<file path="src/rtl/exe_stage_unit.sv">
// Execute stage: ALU, NZCV status register, branch target and the registered EXE/MEM boundary.
// One cycle from EXE inputs to *_out; freeze holds the boundary and status, flush inserts a bubble.
module exe_stage_unit #(
   parameter int WIDTH = 32
) (
   input  logic             clk,
   input  logic             rst,
   input  logic             freeze,
   input  logic             flush,
   input  logic             valid_in,
   input  logic [3:0]       exe_cmd,
   input  logic             s_in,
   input  logic             b_in,
   input  logic             mem_read_in,
   input  logic             mem_write_in,
   input  logic             wb_en_in,
   input  logic [WIDTH-1:0] val1,
   input  logic [WIDTH-1:0] val2,
   input  logic [WIDTH-1:0] store_val,
   input  logic [3:0]       dest_in,
   input  logic [WIDTH-1:0] pc_in,
   input  logic [23:0]      imm24,
   output logic             valid_out,
   output logic [WIDTH-1:0] alu_result_out,
   output logic [WIDTH-1:0] store_val_out,
   output logic [3:0]       dest_out,
   output logic             mem_read_out,
   output logic             mem_write_out,
   output logic             wb_en_out,
   output logic [3:0]       status,
   output logic             br_taken,
   output logic [WIDTH-1:0] br_addr
);

   localparam logic [3:0] CMD_MOV = 4'b0001;
   localparam logic [3:0] CMD_MVN = 4'b1001;
   localparam logic [3:0] CMD_ADD = 4'b0010;
   localparam logic [3:0] CMD_ADC = 4'b0011;
   localparam logic [3:0] CMD_SUB = 4'b0100;
   localparam logic [3:0] CMD_SBC = 4'b0101;
   localparam logic [3:0] CMD_AND = 4'b0110;
   localparam logic [3:0] CMD_ORR = 4'b0111;
   localparam logic [3:0] CMD_EOR = 4'b1000;

   logic             c_cur;
   logic [WIDTH:0]   arith;
   logic [WIDTH-1:0] alu_res;
   logic             cmd_known;
   logic             flag_n;
   logic             flag_z;
   logic             flag_c;
   logic             flag_v;
   logic             status_we;
   logic [WIDTH-1:0] br_offset;

   assign c_cur = status[1];

   // Arithmetic runs one bit wider so the top bit is carry (add) or borrow (subtract).
   always_comb begin
      arith     = '0;
      alu_res   = '0;
      cmd_known = 1'b1;
      flag_c    = status[1];
      flag_v    = status[0];
      case (exe_cmd)
         CMD_MOV: alu_res = val2;
         CMD_MVN: alu_res = ~val2;
         CMD_ADD, CMD_ADC: begin
            arith   = {1'b0, val1} + {1'b0, val2}
                    + {{WIDTH{1'b0}}, (exe_cmd == CMD_ADC) & c_cur};
            alu_res = arith[WIDTH-1:0];
            flag_c  = arith[WIDTH];
            flag_v  = (val1[WIDTH-1] == val2[WIDTH-1]) && (alu_res[WIDTH-1] != val1[WIDTH-1]);
         end
         CMD_SUB, CMD_SBC: begin
            arith   = {1'b0, val1} - {1'b0, val2}
                    - {{WIDTH{1'b0}}, (exe_cmd == CMD_SBC) & ~c_cur};
            alu_res = arith[WIDTH-1:0];
            flag_c  = ~arith[WIDTH];
            flag_v  = (val1[WIDTH-1] != val2[WIDTH-1]) && (alu_res[WIDTH-1] != val1[WIDTH-1]);
         end
         CMD_AND: alu_res = val1 & val2;
         CMD_ORR: alu_res = val1 | val2;
         CMD_EOR: alu_res = val1 ^ val2;
         default: cmd_known = 1'b0;
      endcase
      flag_n = alu_res[WIDTH-1];
      flag_z = (alu_res == '0);
   end

   assign status_we = valid_in & s_in & cmd_known & ~freeze & ~flush;

   // Branch target is word-aligned offset from PC+4; condition is resolved upstream.
   assign br_offset = {{(WIDTH-26){imm24[23]}}, imm24, 2'b00};
   assign br_addr   = pc_in + br_offset;
   assign br_taken  = valid_in & b_in & ~flush;

   always_ff @(posedge clk or negedge rst) begin
      if (!rst) begin
         status <= 4'b0000;
      end else if (status_we) begin
         status <= {flag_n, flag_z, flag_c, flag_v};
      end
   end

   always_ff @(posedge clk or negedge rst) begin
      if (!rst) begin
         valid_out      <= 1'b0;
         alu_result_out <= '0;
         store_val_out  <= '0;
         dest_out       <= 4'd0;
         mem_read_out   <= 1'b0;
         mem_write_out  <= 1'b0;
         wb_en_out      <= 1'b0;
      end else if (flush) begin
         valid_out      <= 1'b0;
         alu_result_out <= '0;
         store_val_out  <= '0;
         dest_out       <= 4'd0;
         mem_read_out   <= 1'b0;
         mem_write_out  <= 1'b0;
         wb_en_out      <= 1'b0;
      end else if (!freeze) begin
         valid_out      <= valid_in;
         alu_result_out <= alu_res;
         store_val_out  <= store_val;
         dest_out       <= dest_in;
         mem_read_out   <= valid_in & mem_read_in;
         mem_write_out  <= valid_in & mem_write_in;
         wb_en_out      <= valid_in & wb_en_in;
      end
   end

endmodule

</file>
<file path="config.mk">
export PLATFORM = sky130hd
export DESIGN_NAME = exe_stage_unit
export DESIGN_NICKNAME = d
export VERILOG_FILES = /design/src/rtl/exe_stage_unit.sv
export SDC_FILE = /design/constraint.sdc
export NUM_CORES = 1
export LEC_CHECK = 0
export BUFFER_PORTS_ARGS = -buffer_cell sky130_fd_sc_hd__buf_4
export CORE_MARGIN = 1.5
export CORE_UTILIZATION = 55
export DETAILED_ROUTE_END_ITERATION = 12
export PLACE_DENSITY = 0.83
export SYNTH_ARGS = -nofsm -noshare
export SYNTH_HDL_FRONTEND = slang
export SYNTH_SLANG_ARGS = --single-unit
</file>
<file path="constraint.sdc">
create_clock -name clk -period 4 [get_ports clk]
set_input_delay 0.4 -clock clk [delete_from_list [all_inputs] [get_ports clk]]
set_output_delay 0.4 -clock clk [all_outputs]
set_load 0.03 [all_outputs]
</file>
==> results_dict.tcl <==
set metrics [dict create \
    status "finished with violations" \
    violations "setup timing" \
    arrival_ns 4.40 \
    io_pins 279 \
    diodes 0 \
    grt_antenna_before_repair 0 \
    maxCapViolations 0 \
    crit_path_start "exe_cmd[1]" \
    grt_overflow 0 \
    synth_ff_type "dfrtp_1" \
    grt_util_all_layers_pct 34.8 \
    die_w_um 145 \
    drt_first_pass_iters 6 \
    rrSetupSlack_ns -0.06 \
    hold_class "input pin to async pin" \
    rsz0062_at_grt "true" \
    worst_path_most_repeated_cell "buf_6" \
    r2r-start "status[1]" \
    grt_pass1_wl_mm 60.3 \
    clk_path_buf_depth 2 \
    dp_slack_ns -0.466 \
    die_area_um2 21100 \
    instances_no_fill 2011 \
    maxSlewHeadroom_pct 34.5 \
    synth_area_um2 11100 \
    path_class "input pin to flop" \
    slowest_stage "fa_1" \
    finalSetupViolCount 2 \
    final_common_cell "buf_4" \
    routed-via-count 12234 \
    syn-num-nets 1784 \
    fin_nets 2071 \
    cts_buffers 9 \
    grt_start_max_net_pins 77 \
    setup_slack_ns -0.134 \
    critPathCapture "status[2]" \
    ff2ff_path_depth 17 \
    mostFrequentLayoutCells "buf_4 (354), nor2_1 (169), ha_1 (153)" \
    final_cell_area_um2 14200 \
    crit_path_end_kind "flop" \
    multi_input_area_um2 8480 \
    crit_buf_inv 2 \
    hold_viol 0 \
    syn_area_per_cell_um2 7.65 \
    synth.distinct_cells 93 \
    start_util_pct 56.6 \
    cp.required_ns 4.26 \
    critical_path.max_stage_delay_ns 0.50 \
    port_buffers 274 \
    ys_seq_area_share_pct 17.1 \
    synthCells 1454 \
    setup_tns_ns -0.185 \
    wl_per_cell_um 18.9 \
    chipHeight_um 145 \
    routed_wl_mm 38.0 \
    clock-sinks 76 \
    drv_slew 0 \
    p_leak_nw 7.06 \
    path_clk_slew_ns 0.06 \
    place_inst 1993 \
    core_region_area_um2 19700 \
    regArea_um2 1900 \
    fmaxAchievable_mhz 242 \
    utilization_pct 72.3 \
    path_depth 19 \
    power_mw 3.94 \
    synth-edff-count 0 \
    fin_crit_sh_pct 103 \
    htree_levels 3 \
    syn2layout_area_growth_pct 27.8 \
    crit_family "compound AO/OA/AOI/OAI gates" \
    layout_min_cycle_time_ns 4.13 \
    clock_latency_ns 0.34 \
    irDropWorstVdd_v 0.000231 \
    postRouteAntennaNets 0 \
    fillCellCount 1588 \
    power.density_nw_per_um2 278 \
    drive_gt1_share_pct 24.6 \
    crit_chain "buf_6 > or3b_4 > nor3b_4 > fa_1 > ha_4 > nor2_4 > fa_2 > nand2b_4 > a2111oi_4 > nor3_2 > o22a_2 > a41oi_4 > buf_6 > o31ai_4 > xnor2_1 > a221oi_2 > and4_1 > nand4_1 > o21ai_1" \
    synthArstFlopShare_pct 100 \
    hpwl_mm 29.3 \
    ys_ff_latch 76 \
    worstPathMaxFanout 5 \
    drc 0 \
    holdWs_ns 0.198 \
    ys_warn_count 0 \
    dpl_cell_area_um2 13800 \
    grt_pass1_vias 11967 \
    tritoncts "done" \
    worst_slew_pin_slew_ns 0.982 \
    gp_congestion 0.974 \
    viasPerCell 6.08 \
    cts_root_buf "clkbuf_16" \
    critPathLaunchType "input pin" \
    r2r_end "status[2]" \
    finClkSkew_ns 0.00665 \
    row_count 51 \
    first_iter_violations 1210 \
]
-- what timing repair did --
| action | 4_1_cts | 5_1_grt |
|---|---|---|
| pin swaps | 9 | 9 |
| hold buffers | 0 | 0 |
| buffers inserted | 0 | 3 |
| setup endpoints to repair | 2 | 11 |
| resized for setup | 4 | 19 |
-- kinds of logic after synthesis --
family	Yosys count	synth area share [%]
buf+inv	209	7.81
compound gates	467	28.6
fa+ha+maj	160	18.3
mux	61	5.50
flops	76	17.1
xor+xnor	70	5.51
simple gates	411	17.1
-- synthesized netlist by cell type (all sizes together), types with 10 or more instances --
library cell	n	area, µm²
o21bai	11	82.6
a221oi	15	138
nor3	23	115
a21o	39	294
ha	155	1940
inv	125	469
o211ai	17	143
a22oi	14	105
o21ai	90	454
a211oi	26	210
nor2	170	638
clkbuf	44	166
o22ai	24	150
nand4	16	100
xor2	24	210
nor2b	13	81.3
mux2i	60	601
a21oi	131	667
dfrtp	76	1900
buf	40	233
o21a	13	97.6
nand2b	14	95.1
nand2	104	393
a31oi	10	62.6
nand3	24	120
xnor2	46	403
-- routing by layer --
metal	track usage (%)	share of wire [%]
met3	5.53	7.5
met4	17.2	4.9
met5	0	0
met1	42.8	41
met2	59.2	47
-- power breakdown --
| part | leakage [nW] | internal [mW] | switching (mW) |
|---|---|---|---|
| registers | 1.02 | 0.821 | 0.0356 |
| clock network | 0.139 | 0.431 | 0.358 |
| logic | 5.90 | 0.954 | 1.34 |
| total | 7.06 | 2.21 | 1.74 |
-- area by class of cell --
| cell class | count | share of cell area [%] |
|---|---|---|
| clock buffer | 9 | 1.58 |
| timing repair buffer | 360 | 19.3 |
| tap | 265 | 2.33 |
| inverter | 125 | 3.30 |
| multi-input combinational | 1169 | 59.7 |
| clock inverter | 7 | 0.414 |
| sequential | 76 | 13.4 |
-- worst min-delay path by stage --
stage | to
after floorplan | alu_result_out[0]
after global placement | alu_result_out[0]
after detailed placement | alu_result_out[0]
after CTS | alu_result_out[6]
after global routing | store_val_out[28]
final | store_val_out[29]
-- registers in the layout (all words and copies together) (netlist names) --
register	flops
alu_result_out	32
dest_out	4
mem_read_out	1
mem_write_out	1
status	4
store_val_out	32
valid_out	1
wb_en_out	1
(Power assumes the default switching activity.)
